==> src/rtl/rgb2raw_12.sv <==
// Bayer re-mosaicer: turns a 24-bit RGB stream back into 12-bit raw Bayer samples,
// packed two per word (even-x pixel in the upper lane) for replay through the de-Bayer.
module rgb2raw_12 #(
   parameter int unsigned LINE_PIXELS = 1280,
   parameter int unsigned FRAME_LINES = 720,
   parameter int unsigned RGB_WIDTH   = 24
) (
   input  logic                 clk,
   input  logic                 rst_n,
   input  logic [RGB_WIDTH-1:0] rgb_in,
   input  logic                 rgb_valid,
   input  logic                 rgb_sof,
   output logic                 rgb_ready,
   output logic [23:0]          data_out,
   output logic                 data_valid,
   input  logic                 data_ready,
   output logic                 line_last,
   output logic                 frame_last,
   output logic                 resync
);

   localparam int unsigned XW = (LINE_PIXELS > 2) ? $clog2(LINE_PIXELS) : 1;
   localparam int unsigned YW = (FRAME_LINES > 2) ? $clog2(FRAME_LINES) : 1;
   localparam logic [XW-1:0] XLast = XW'(LINE_PIXELS - 1);
   localparam logic [YW-1:0] YLast = YW'(FRAME_LINES - 1);

   localparam logic [0:0] IDLE   = 1'b0;
   localparam logic [0:0] ACTIVE = 1'b1;

   if (LINE_PIXELS % 2 != 0) begin : g_bad_line
      $error("rgb2raw_12: LINE_PIXELS must be even");
   end
   if (FRAME_LINES < 2) begin : g_bad_frame
      $error("rgb2raw_12: FRAME_LINES must be at least 2");
   end
   if (RGB_WIDTH != 24) begin : g_bad_width
      $error("rgb2raw_12: only RGB_WIDTH=24 is supported");
   end

   logic [0:0]    state_q;
   logic [XW-1:0] x_q;
   logic [YW-1:0] y_q;
   logic          phase_q;
   logic [11:0]   hold_q;

   logic          accept;
   logic          take;
   logic          drop;
   logic          load;
   logic [XW-1:0] eff_x;
   logic [YW-1:0] eff_y;
   logic          eff_phase;
   logic          x_end;
   logic          y_end;
   logic [7:0]    c8;
   logic [11:0]   sample;

   // Only a completing (phase=1) pixel needs room in the output register.
   assign rgb_ready = (state_q == IDLE) | ~phase_q | ~data_valid | data_ready;
   assign accept    = rgb_valid & rgb_ready;
   assign take      = accept & ((state_q == ACTIVE) | rgb_sof);
   assign drop      = accept & rgb_sof & (state_q == ACTIVE) & phase_q;

   // Any sof restarts the frame, so the pixel is always treated as x=0, y=0.
   assign eff_x     = rgb_sof ? '0 : x_q;
   assign eff_y     = rgb_sof ? '0 : y_q;
   assign eff_phase = rgb_sof ? 1'b0 : phase_q;
   assign x_end     = (eff_x == XLast);
   assign y_end     = (eff_y == YLast);
   assign load      = take & eff_phase;

   always_comb begin
      c8 = rgb_in[15:8];
      if (eff_y[0]) begin
         c8 = eff_x[0] ? rgb_in[15:8] : rgb_in[23:16];
      end else begin
         c8 = eff_x[0] ? rgb_in[7:0] : rgb_in[15:8];
      end
   end

   assign sample = {c8, c8[7:4]};

   always_ff @(posedge clk or negedge rst_n) begin
      if (!rst_n) begin
         state_q    <= IDLE;
         x_q        <= '0;
         y_q        <= '0;
         phase_q    <= 1'b0;
         hold_q     <= '0;
         data_out   <= '0;
         data_valid <= 1'b0;
         line_last  <= 1'b0;
         frame_last <= 1'b0;
         resync     <= 1'b0;
      end else begin
         resync <= drop;

         if (take) begin
            if (!eff_phase) begin
               hold_q  <= sample;
               phase_q <= 1'b1;
            end else begin
               phase_q <= 1'b0;
            end

            if (x_end) begin
               x_q <= '0;
               y_q <= y_end ? '0 : eff_y + 1'b1;
            end else begin
               x_q <= eff_x + 1'b1;
               y_q <= eff_y;
            end

            state_q <= (x_end && y_end) ? IDLE : ACTIVE;
         end

         if (load) begin
            data_out   <= {hold_q, sample};
            data_valid <= 1'b1;
            line_last  <= x_end;
            frame_last <= x_end & y_end;
         end else if (data_ready) begin
            data_valid <= 1'b0;
         end
      end
   end

endmodule

==> config.mk <==
export PLATFORM = sky130hd
export DESIGN_NAME = rgb2raw_12
export DESIGN_NICKNAME = d
export VERILOG_FILES = /design/src/rtl/rgb2raw_12.sv
export SDC_FILE = /design/constraint.sdc
export NUM_CORES = 1
export LEC_CHECK = 0
export ABC_AREA = 1
export CAP_MARGIN = 30
export CORE_MARGIN = 2
export CORE_UTILIZATION = 64
export DETAILED_ROUTE_END_ITERATION = 12
export DONT_BUFFER_PORTS = 1
export HOLD_SLACK_MARGIN = 0.02
export PLACE_DENSITY_LB_ADDON = 0.12
export SETUP_SLACK_MARGIN = 0.05
export SYNTH_ARGS = -nofsm -noshare
export SYNTH_HDL_FRONTEND = slang
export SYNTH_SLANG_ARGS = --single-unit
export TNS_END_PERCENT = 30
==> constraint.sdc <==
create_clock -name clk -period 2.6 [get_ports clk]
set_input_delay 0 -clock clk [delete_from_list [all_inputs] [get_ports clk]]
set_output_delay 0 -clock clk [all_outputs]
set_load 0.02 [all_outputs]
-- After elaboration in Yosys (flattened, before gate mapping)
Index checks and enable logic that the tools add are counted.
- add/sub/neg operators: 2
- multipliers: 0
- divide/modulo/power cells: 0
- order comparisons: 0
- equal/unequal tests: 2
- shifts and indexed selects: 0
- multiplexer cells: 13
- bitwise operators: 15
- reductions and logical operators: 3
- operators by type and width (cell ; number):
    10-bit two-way mux ; 3
    8-bit two-way mux ; 3
    11-bit two-way mux ; 2
    11-bit by 1-bit adder with 11-bit output, second input constant ; 1
    11-bit equality test, second input constant ; 1
    10-bit by 1-bit adder with 10-bit output, second input constant ; 1
    10-bit equality test, second input constant ; 1
    1-bit bitwise AND ; 7
    1-bit two-way mux ; 5
    1-bit NOT ; 4
    1-bit bitwise OR ; 4
    2-bit AND reduction ; 1
    2-bit nonzero test ; 1
    1-bit logical AND ; 1
- flip-flop bits (word level): 63
- bits in latches: 0
- RAM bits: 0
- bits in read-only memories: 0
- word-level logic and storage cells: 45
- memories: 0

-- Longest topological paths before layout
Gate-level depths: netlist of the first run.
- depth in word-level cells: 8
- depth in mapped cells: 17
- mapped depth without buffers: 14

-- Worst setup path after synthesis of the first run
No wires, ideal clock.
- path type: register -> register
- start: register x_q[0]
- end: register y_q[1]
- arrival time: 1.727 ns
- required time: 2.475 ns
- setup slack: 0.748 ns
- cell stages (with the launch flop): 14
- path through: dfrtp_1 -> inv_1 -> nor2_2 -> buf_2 -> ha_1 -> nand2_1 -> nor2_4 -> nand3_2 -> nor2_2 -> nand2_1 -> nand2_2 -> inv_2 -> nand2_1 -> nand3_1
- word-level cells in the longest chain between the ends: 3
- RTL lines (what ; line ; text):
    from (decl) ; 41 ; logic [XW-1:0] x_q;
    from (signal assigned) ; 110 ; x_q <= eff_x + 1'b1;
    11-bit two-way mux ; 65 ; assign eff_x = rgb_sof ? '0 : x_q;
    11-bit equality test ; 68 ; assign x_end = (eff_x == XLast);
    10-bit two-way mux ; 106 ; if (x_end) begin
    to (signal assigned) ; 108 ; y_q <= y_end ? '0 : eff_y + 1'b1;
    to (signal assigned) ; 111 ; y_q <= eff_y;
    to (decl) ; 42 ; logic [YW-1:0] y_q;
No other way between the ends.
A chain may end at the register's enable or synchronous reset.

-- Worst setup path in the final report of the first run
- start: register state_q
- end: register x_q[7]
- word-level cells in the longest chain between the ends: 6
- RTL lines (what ; line ; text):
    from (decl) ; 40 ; logic [0:0] state_q;
    from (signal assigned) ; 114 ; state_q <= (x_end && y_end) ? IDLE : ACTIVE;
    1-bit NOT ; 59 ; assign rgb_ready = (state_q == IDLE) | ~phase_q | ~data_valid | data_ready;
    1-bit bitwise OR (3 in series) ; 59 ;
    via rgb_ready ; 13 ; output logic rgb_ready,
    1-bit bitwise AND ; 60 ; assign accept = rgb_valid & rgb_ready;
    1-bit bitwise AND ; 61 ; assign take = accept & ((state_q == ACTIVE) | rgb_sof);
The timed path passes the listed nets, and every way through them passes these cells.

==> metrics.csv, run 1 <==
metric,value,unit
outcome,completed,
die_x,73.3,µm
n_antenna_cell,0,
grt-ovfl-total,0,
grt.busiest_layer,met2,
fin_crit,2150,ps
avgSynthCellArea,7.52,µm²
row_count,25,
p_sw_share,39.6,%
drtIter0Drc,133,
finalInstanceArea,3180,µm²
crit_arrival,2390,ps
ys.flop_type,dfrtp_1,
worstReg2RegEnd,x_q[7],
fin_tns_setup,0,ps
drtAntennaViolNets,0,
io_buffers,0,
grt_pass1_wl,10800,µm
fmax,465,MHz
holdCritStartpoint,rgb_in[17],
gr-usage-met2,42.6,%
maxSlewViolCount,0,
finClkSkew,8.86,ps
synthesis.area,3080,µm²
synth_enable_flop_cells,0,
post-route-util,67.8,%
seqPwrFrac,60.5,%
dpl.cell_count,443,
min_to,data_out[5],
instances_no_fill,458,
yosysUniqueCellTypes,32,
powerDensity,657,nW/µm²
fin_nets,434,
wl_per_cell,14.2,µm
postLayoutSetupSlackWorst,449,ps
pin_count,58,
power_frac_clock,23.4,%
antenna_found_initial,0,
dp_hpwl,4470,µm
p_int,1.26,mW
hp-class,input pin to flip-flop,
power,2.09,mW
worst-setup-path-type,flip-flop to flip-flop,
setup_viol,0,
end_kind,flip-flop,
grt_max_degree,52,
p_sw,0.828,mW
fin_crit_sh,82.7,%
ys_seq_area_share,41.5,%
use_met3,3.98,%
cp_max_fo,20,
peakVddDrop,0.596,mV
numCtsBuffers,5,
h-tree-depth,2,
cts.sinks,51,
gp_congestion,0.835,
drt_wl_total,6480,µm
core,4690,µm²
place_area,2990,µm²
path_clk_slew,100,ps
drive_gt1_share,9.65,%
via_count,2486,
syn2layout_area_growth,3.46,%
drc,0,
cp_data_required_time,2840,ps
grtUsageMet1,35.6,%
slew_headroom,50.3,%
worstMarginPinSlew,746,ps
hold_viol_final,0,
timing.rr.start,state_q,
dieArea,5380,µm²
start_util,65.6,%
reg2reg_depth,10,
leakage,1.56,nW
dpl_worst_slack,504,ps
holdWs,37.6,ps
drv_cap,0,
insertion_delay,320,ps
dr.pass1.iters,4,
first_global_vias,2356,
clock-root-buffer,clkbuf_8,
start_kind,flip-flop,
post_cts_buffers,0,
die_h,73.3,µm
clk_path_buf_depth,2,
synthCells,409,
rsz0062_at_grt,false,
holdPathStages,4,
power_frac_comb,16.2,%
yosysWarningCount,0,
cts_tree,built,
syn_nets,440,
postSynthRegisterBits,51,
globalRouteTotalUtil,25.9,%
viasPerCell,5.43,
async_flop_share,100,%
r2r_slack,450,ps
[cells by family (layout without fill, tap and decap cells)]
family,count (synthesis),count (layout),synth area share [%]
AND/OR/NAND/NOR,214,214,32.2
buffers and inverters,74,69,12.1
AO/OA/AOI/OAI,57,57,10.2
flip-flops,51,51,41.5
XOR/XNOR,11,11,3.13
adder cells (fa/ha/maj),2,2,0.813
[sequential cells by signal, indices dropped and copies added, names as in the netlist]
register    flops
resync          1
hold_q          8
state_q         1
data_valid      1
x_q            11
line_last       1
frame_last      1
data_out       16
phase_q         1
y_q            10
[cells in the final DEF, fill, tap and decap left out, drive strengths merged]
cell,count
a21oi,9
buf,5
clkbuf,5
clkinv,2
clkinvlp,1
dfrtp,51
dlygate4sd3,5
dlymetal6s4s,1
ha,2
inv,50
nand2,126
nand3,33
nand3b,4
nand4,4
nor2,45
nor3,2
o211ai,8
o21ai,37
o22ai,2
o31ai,1
xnor2,3
xor2,8
[cell usage after synthesis, types with 2 or more instances]
| cell | count | area (µm²) |
|---|---|---|
| nand2_4 | 3 | 33.8 |
| nand2_1 | 120 | 450 |
| nor2_4 | 6 | 67.6 |
| nand2_2 | 3 | 18.8 |
| buf_2 | 8 | 40.0 |
| nand3_2 | 3 | 30.0 |
| nor2_1 | 33 | 124 |
| nor2_2 | 6 | 37.5 |
| xor2_1 | 8 | 70.1 |
| inv_1 | 47 | 176 |
| nand3b_1 | 4 | 30.0 |
| nand3_1 | 30 | 150 |
| ha_1 | 2 | 25.0 |
| a21oi_1 | 9 | 45.0 |
| xnor2_1 | 3 | 26.3 |
| nand4_1 | 3 | 18.8 |
| o21ai_0 | 31 | 155 |
| o21ai_1 | 5 | 25.0 |
| buf_6 | 3 | 33.8 |
| buf_4 | 11 | 82.6 |
| dfrtp_1 | 51 | 1280 |
| o22ai_1 | 2 | 12.5 |
| nor3_1 | 2 | 10.0 |
| o211ai_1 | 8 | 60.1 |
[worst max-delay path, stage by stage (launching register included)]
cell	delay (ps)
dfrtp_1	410
nand2_1	80
inv_1	50
nand3_1	210
nand2_1	180
nor2_2	400
buf_4	350
nand2_2	130
inv_2	110
nand2_1	60
o21ai_1	70
[power by group through the flow]
| stage | clock network, mW | registers [mW] | logic [mW] |
|---|---|---|---|
| 3_5_place_dp | 0 | 1.28 | 0.306 |
| 4_1_cts | 0.504 | 1.27 | 0.340 |
| 5_1_grt | 0.536 | 1.29 | 0.394 |
| 2_1_floorplan | 0 | 1.19 | 0.405 |
| 6_report | 0.488 | 1.26 | 0.338 |
| 3_3_place_gp | 0 | 1.28 | 0.300 |
[layer usage]
layer / wire (µm) / part of all wire [%] / vias to the layer above
met4: 79 / 1.2 / 0
li1: - / - / 1268
met3: 360 / 5.6 / 9
met2: 2930 / 45 / 76
met1: 3110 / 48 / 1133
met5: 0 / 0 / -
[repair_timing]
action,4_1_cts,5_1_grt
resized for setup,0,2
endpoints found under the setup margin,0,4
hold buffers,7,0
hold endpoints to repair,73,0
[layout make-up]
class                           instances  area, µm²
Fill cell                             391       1510
Multi-Input combinational cell        284       1430
Sequential cell                        51       1280
Inverter                               50        196
Timing Repair Buffer                   11        120
Clock buffer                            5       68.8
Tap cell                               54       67.6
Clock inverter                          3       26.3
[how the worst max path moves through the flow]
stage / from / endpoint / slack [ps]
after CTS: rgb_sof / y_q[7] / 170
after global placement: data_valid / x_q[7] / 530
after detailed placement: state_q / x_q[8] / 500
final: state_q / x_q[7] / 450
after floorplan: x_q[0] / y_q[1] / 750
after global routing: state_q / x_q[7] / 250
No activity file was read; power rests on OpenSTA's default activity.
==> run 2, diff against run 1 <==
Settings changed: ABC_AREA 1 to 0, CORE_UTILIZATION 64 to 57.
Clock period 2.6 ns to 1.8 ns, I/O delays scaled along.
==> run 2 against run 1 <==
Effect of this change:
- the run now ends with hold timing left
- first-iteration DRC count up 24%
- cell count down 17%
- sequential power up 45%
- flip-flop and latch count unchanged
- maximum frequency up 20%
- routed wire length down 2.4%
- clock power up 64%
- combinational power up 77%
- via count down 6.6%
- count of clock-buffer cells in the layout up 1
- highest routed layer unchanged
==> metrics.csv, run 2 <==
metric,value,unit,change
ys.flop_type,dfrtp_1,,
yosysTopAreaCellShare,47.4,%,+5.9 points
drc,0,,unchanged
numCtsBuffers,5,,unchanged
fillers,349,,-11%
place_area,2890,µm²,-3.4%
reg2reg_depth,5,,-5
drtAntennaViolNets,0,,unchanged
synth.most_common_cell,dfrtp_1,,
grt_max_degree,52,,unchanged
cts_tree,built,,
synth_compound_area_share,19.6,%,+9.3 points
slew_headroom,72.4,%,+22 points
holdPathStages,1,,-3
die_h,72.7,µm,-0.80%
finalInstanceArea,3290,µm²,+3.2%
synth_xor_area_share,0,%,-3.1 points
io_buffers,0,,unchanged
dr.pass1.iters,4,,unchanged
crit_chain,or4b_4 > or3_4 > nand2_2 > a21oi_2 > a211o_1,,
max_stage_delay,550,ps,+140 ps
syn_nets,324,,-26%
fin_crit,1790,ps,-359 ps
hp-class,input pin to flip-flop,,
start_util,58.2,%,-7.4 points
dp_hpwl,4080,µm,-8.7%
gp_congestion,0.933,,+12%
avgSynthCellArea,9.19,µm²,+22%
worstReg2RegEnd,y_q[3],,
drv_cap,0,,unchanged
hold_viol_final,28,,+28
worstPathBufferInverterCount,0,,-3
clk_path_buf_depth,2,,unchanged
yosys.area_share.simple,22.2,%,-10 points
holdCritStartpoint,rgb_sof,,
setup_viol,0,,unchanged
insertion_delay,300,ps,-20 ps
drtIter0Drc,165,,+24%
grt_pass1_wl,10100,µm,-6.8%
cts.sinks,51,,unchanged
post-route-util,71.0,%,+3.1 points
peakVddDrop,0.573,mV,-4.0%
reg.largest.list,"data_out: 16 flops, x_q: 11 flops, y_q: 10 flops",,
layout_commonest_cell,dfrtp_1,,
maxSlewViolCount,0,,unchanged
globalRouteTotalUtil,24.3,%,-1.6 points
n_antenna_cell,0,,unchanged
antenna_found_initial,0,,unchanged
ys_seq_area_share,47.4,%,+5.9 points
path_clk_slew,90,ps,about the same
drt_wl_total,6330,µm,-2.4%
grt-ovfl-total,0,,unchanged
layout_common_cells,"dfrtp_1, nand2_1, buf_4",,
start_kind,flip-flop,,
timing.rr.start,y_q[5],,
crit_arrival,1990,ps,-400 ps
worstMarginPinSlew,414,ps,-332 ps
violations,hold timing,,
yosysTopAreaCell,dfrtp_1,,
gr-usage-met2,41.2,%,-1.4 points
outcome,"finished, violations left",,
synth_enable_flop_cells,0,,unchanged
synth_top_family_by_area,simple AND/OR/NAND/NOR gates,,
grtUsageMet1,31.2,%,-4.4 points
synth_fa_ha_area_share,0.929,%,+0.12 points
synthCells,293,,-28%
dieArea,5290,µm²,-1.6%
clock-root-buffer,clkbuf_8,,
row_count,25,,unchanged
async_flop_share,100,%,unchanged
via_count,2322,,-6.6%
h-tree-depth,2,,unchanged
drive_gt1_share,21.7,%,+12 points
worst-setup-path-type,flip-flop to flip-flop,,
synth_mux_area_share,3.76,%,+3.8 points
pin_count,58,,unchanged
wl_per_cell,16.6,µm,+17%
yosysUniqueCellTypes,47,,+47%
cp_max_fo,3,,-85%
powerDensity,982,nW/µm²,+50%
path_delay_family,simple AND/OR/NAND/NOR gates,,
max_flop_register,data_out,,
cp_data_required_time,2000,ps,-840 ps
r2r_slack,8,ps,-440 ps
first_global_vias,2195,,-6.8%
core,4630,µm²,-1.3%
rsz0062_at_grt,true,,
min_to,x_q[4],,
synth_area_leaders,"dfrtp_1, nand2_1, o21ai_0",,
use_met3,5.52,%,+1.5 points
viasPerCell,6.09,,+12%
cts_hold_buf,13,,+6
yosys-top-cells-count,"dfrtp_1, nand2_1, o21ai_0, a21oi_1, nor2_1",,
end_kind,flip-flop,,
synthesis.area,2690,µm²,-12%
postSynthRegisterBits,51,,unchanged
fin_tns_setup,0,ps,unchanged
syn2layout_area_growth,22.0,%,
holdWs,-206,ps,-244 ps
cp_slowest_cell,or4b_4,,
finClkSkew,4.66,ps,-4.20 ps
yosysWarningCount,0,,unchanged
largest_register_ffs,16,,unchanged
power,3.23,mW,+54%
leakage,1.44,nW,-7.3%
fin_crit_sh,99.6,%,+17 points
die_x,72.7,µm,-0.80%
fmax,558,MHz,+20%
fin_nets,357,,-18%
grt.busiest_layer,met2,,
==> run 2: through the flow <==
step / hold slack (ps) / worst slack [ps] / instances
after floorplan: -296 / -9.82 / 293
after global placement: -295 / 30.7 / 357
after detailed placement: -295 / 22.1 / 357
after CTS: -216 / 42.1 / 378
after global routing: -223 / -50.0 / 381
final: -206 / 7.81 / 381
==> run 2: worst max path at each step <==
stage | from | end | slack, ps | cells after the start
finish | y_q[5] | y_q[3] | 8 | 5
global route | y_q[5] | y_q[3] | -50 | 5
CTS | y_q[1] | y_q[3] | 40 | 7
detailed placement | x_q[0] | y_q[5] | 20 | 7
global placement | y_q[5] | y_q[3] | 30 | 5
floorplan | y_q[5] | y_q[3] | -10 | 5
==> run 2: power breakdown <==
part	switching, mW	internal (mW)	leakage, nW
clock	0.385	0.415	0.0514
combinational	0.322	0.276	0.745
sequential	0.447	1.38	0.647
total	1.15	2.07	1.44
==> run 2: timing repair <==
action                                  CTS  global route
cloned                                    0             0
hold endpoints to repair                 90            29
endpoints found under the setup margin    5            30
setup buffers                             0             3
pin swaps                                 1             6
resized for setup                         4            27
==> run 2: layout make-up <==
| type | instances | area [µm²] | share of cell area (%) |
|---|---|---|---|
| Clock inverter | 2 | 37.5 | 1.14 |
| Tap cell | 54 | 67.6 | 2.06 |
| Multi-Input combinational cell | 210 | 1360 | 41.3 |
| Sequential cell | 51 | 1280 | 38.9 |
| Clock buffer | 6 | 72.6 | 2.21 |
| Inverter | 11 | 41.3 | 1.26 |
| Timing Repair Buffer | 47 | 432 | 13.1 |
==> run 2: cells by family after synthesis <==
group                    Yosys count
buffers and inverters             32
multiplexers                      10
AND/OR/NAND/NOR                  114
AO/OA/AOI/OAI                     84
adder cells (fa/ha/maj)            2
flip-flops                        51
==> run 2: metal layers <==
metal / part of all wire, % / vias to the layer above
li1: - / 1125
met1: 44 / 1110
met2: 50 / 79
met3: 5.5 / 8
met4: 1.1 / 0
met5: 0 / -
==> run 3, diff against run 2 <==
Settings changed: ABC_AREA 0 to 1.
==> run 3 against run 2 <==
Effect of this change:
- the run still ends with hold timing left
- largest power group unchanged
- non-clock buffer count grew 5
- die area grew 13%
- cell area grew 9.9%
- register-to-register slack gained 60 ps
- global-route usage grew 0.26 points
==> metrics.csv, run 3 (same netlist as run 1, synthesis figures left out) <==
metric,value,unit,change
grt_max_degree,52,,unchanged
r2r_slack,70,ps,+60 ps
max_flop_register,data_out,,
drive_gt1_share,18.7,%,-3.1 points
violations,hold timing,,
end_kind,flip-flop,,
dpl_worst_slack,61.1,ps,+39.0 ps
crit_chain,inv_2 > nor2_2 > ha_2 > nand2_2 > nor2_4 > buf_6 > nand3_4 > buf_4 > o31ai_1,,
dieArea,6000,µm²,+13%
pin_count,58,,unchanged
die_h,77.5,µm,+6.5%
worstPathBufferInverterCount,3,,+3
n_antenna_cell,0,,unchanged
layout_common_cells,"nand2_1, dfrtp_1, inv_1",,
p_sw_share,39.7,%,+4.0 points
fillers,413,,+18%
seqPwrFrac,58.4,%,+1.7 points
grt-ovfl-total,0,,unchanged
dp_hpwl,4720,µm,+16%
outcome,"finished, violations left",,
drc,0,,unchanged
path_delay_family,simple AND/OR/NAND/NOR gates,,
io_buffers,0,,unchanged
power_frac_clock,23.0,%,-1.8 points
powerDensity,867,nW/µm²,-12%
via_count,2726,,+17%
instances_no_fill,515,,+35%
dr.pass1.iters,4,,unchanged
grt_pass1_wl,11800,µm,+17%
hold_viol_final,1,,-96%
viasPerCell,5.29,,-13%
start_kind,flip-flop,,
drtAntennaViolNets,0,,unchanged
hp-class,input pin to flip-flop,,
wl_per_cell,14.0,µm,-15%
rsz0062_at_grt,true,,
cp_data_required_time,2030,ps,+30 ps
clk_path_buf_depth,2,,unchanged
maxSlewViolCount,0,,unchanged
first_global_vias,2539,,+16%
timing.rr.start,x_q[1],,
die_x,77.5,µm,+6.5%
p_int,1.89,mW,-9.0%
row_count,26,,+4.0%
fmax,576,MHz,+3.3%
insertion_delay,320,ps,+20 ps
path_clk_slew,100,ps,about the same
finClkSkew,9.53,ps,+4.88 ps
globalRouteTotalUtil,24.6,%,+0.26 points
p_sw,1.24,mW,+7.8%
fin_crit,1730,ps,-57.2 ps
post-route-util,69.8,%,-1.1 points
leakage,1.78,nW,+24%
drt_wl_total,7230,µm,+14%
reg2reg_depth,9,,+4
start_util,59.5,%,+1.3 points
drv_cap,0,,unchanged
gp_congestion,0.883,,-5.4%
fin_nets,475,,+33%
power_frac_comb,18.6,%,about the same
peakVddDrop,0.536,mV,-6.4%
power,3.13,mW,-3.0%
holdPathStages,5,,+4
cp_max_fo,7,,+4
syn2layout_area_growth,17.4,%,
fin_crit_sh,96.4,%,-3.2 points
postLayoutSetupSlackWorst,65.0,ps,+57.2 ps
cp_slowest_cell,dfrtp_1,,
holdWs,-27.0,ps,+179 ps
worst-setup-path-type,flip-flop to flip-flop,,
min_to,y_q[8],,
core,5170,µm²,+12%
slew_headroom,73.4,%,+1.0 points
holdCritStartpoint,rgb_sof,,
max_stage_delay,370,ps,-180 ps
clock-root-buffer,clkbuf_8,,
largest_register_ffs,16,,unchanged
cts_tree,built,,
dpl.cell_count,471,,+32%
setup_viol,0,,unchanged
antenna_found_initial,0,,unchanged
numCtsBuffers,5,,unchanged
cts.sinks,51,,unchanged
layout_commonest_cell,nand2_1,,
crit_arrival,1970,ps,-20 ps
worstReg2RegEnd,frame_last,,
drtIter0Drc,185,,+12%
worstMarginPinSlew,395,ps,-19.5 ps
reg.largest.list,"data_out: 16 flops, x_q: 11 flops, y_q: 10 flops",,
h-tree-depth,2,,unchanged
-- run 3: cell count changes in the layout (fill, tap and decap cells not counted), sizes merged, moves of 8 or more --
cell / previous run / this run
nor2: 14 / 45
nor3: 10 / 2
inv: 11 / 51
xor2: 0 / 8
mux2i: 9 / 0
o22a: 8 / 0
nand3: 9 / 33
nand2: 45 / 126
-- run 3: how the worst max path moves through the flow --
stage          startpoint    endpoint  slack (ps)  cells after the start
4_1_cts            y_q[1]      y_q[7]          90                     10
3_5_place_dp      state_q      y_q[0]          60                      9
5_1_grt            x_q[1]      x_q[3]         -40                     12
2_1_floorplan      x_q[0]      y_q[1]          60                     13
3_3_place_gp       y_q[1]      y_q[7]          70                     10
6_report           x_q[1]  frame_last          70                      9
-- run 3: worst register-to-register path: cells and delay by family (launching register included) --
kind            cells  cell delay [ps]
compound gates      1              220
simple gates        4              510
buf+inv             3              380
fa+ha+maj           1              200
flops               1              370
-- run 3: layer usage --
layer / track usage [%] / routed length, µm / part of all wire, % / vias to the layer above
li1: - / - / - / 1358
met1: 34.4 / 3390 / 47 / 1284
met2: 38.7 / 3410 / 47 / 70
met3: 4.30 / 298 / 4.1 / 14
met4: 8.57 / 126 / 1.7 / 0
met5: 0 / 0 / 0 / -
-- run 3: metrics by stage --
stage / hold WS, ps / instance area (µm²) / setup TNS (ps)
finish: -27.0 / 3610 / 0
CTS: 23.9 / 3400 / 0
detailed placement: -294 / 3110 / 0
floorplan: -296 / 3080 / 0
global placement: -294 / 3110 / 0
global route: 25.0 / 3610 / -195
-- run 3: final cells by class --
cell class                      count  area [µm²]  area share, %
Tap cell                           70        87.6           2.42
Inverter                           50         195           5.40
Timing Repair Buffer               52         458           12.7
Clock buffer                        5        68.8           1.91
Multi-Input combinational cell    284        1500           41.5
Clock inverter                      3        26.3          0.727
Sequential cell                    51        1280           35.3
-- run 3: what timing repair did --
action	4_1_cts	5_1_grt
endpoints found under the hold margin	73	0
buffers inserted	0	19
pin swaps	0	11
setup endpoints to repair	3	41
resized for setup	1	24
hold buffers	18	0
-- run 3: power by group through the flow --
stage	Clock (mW)	Sequential, mW	Combinational [mW]
2_1_floorplan	0	1.71	0.590
3_3_place_gp	0	1.85	0.464
3_5_place_dp	0	1.85	0.483
4_1_cts	0.736	1.83	0.538
5_1_grt	0.780	1.86	0.678
6_report	0.720	1.83	0.583
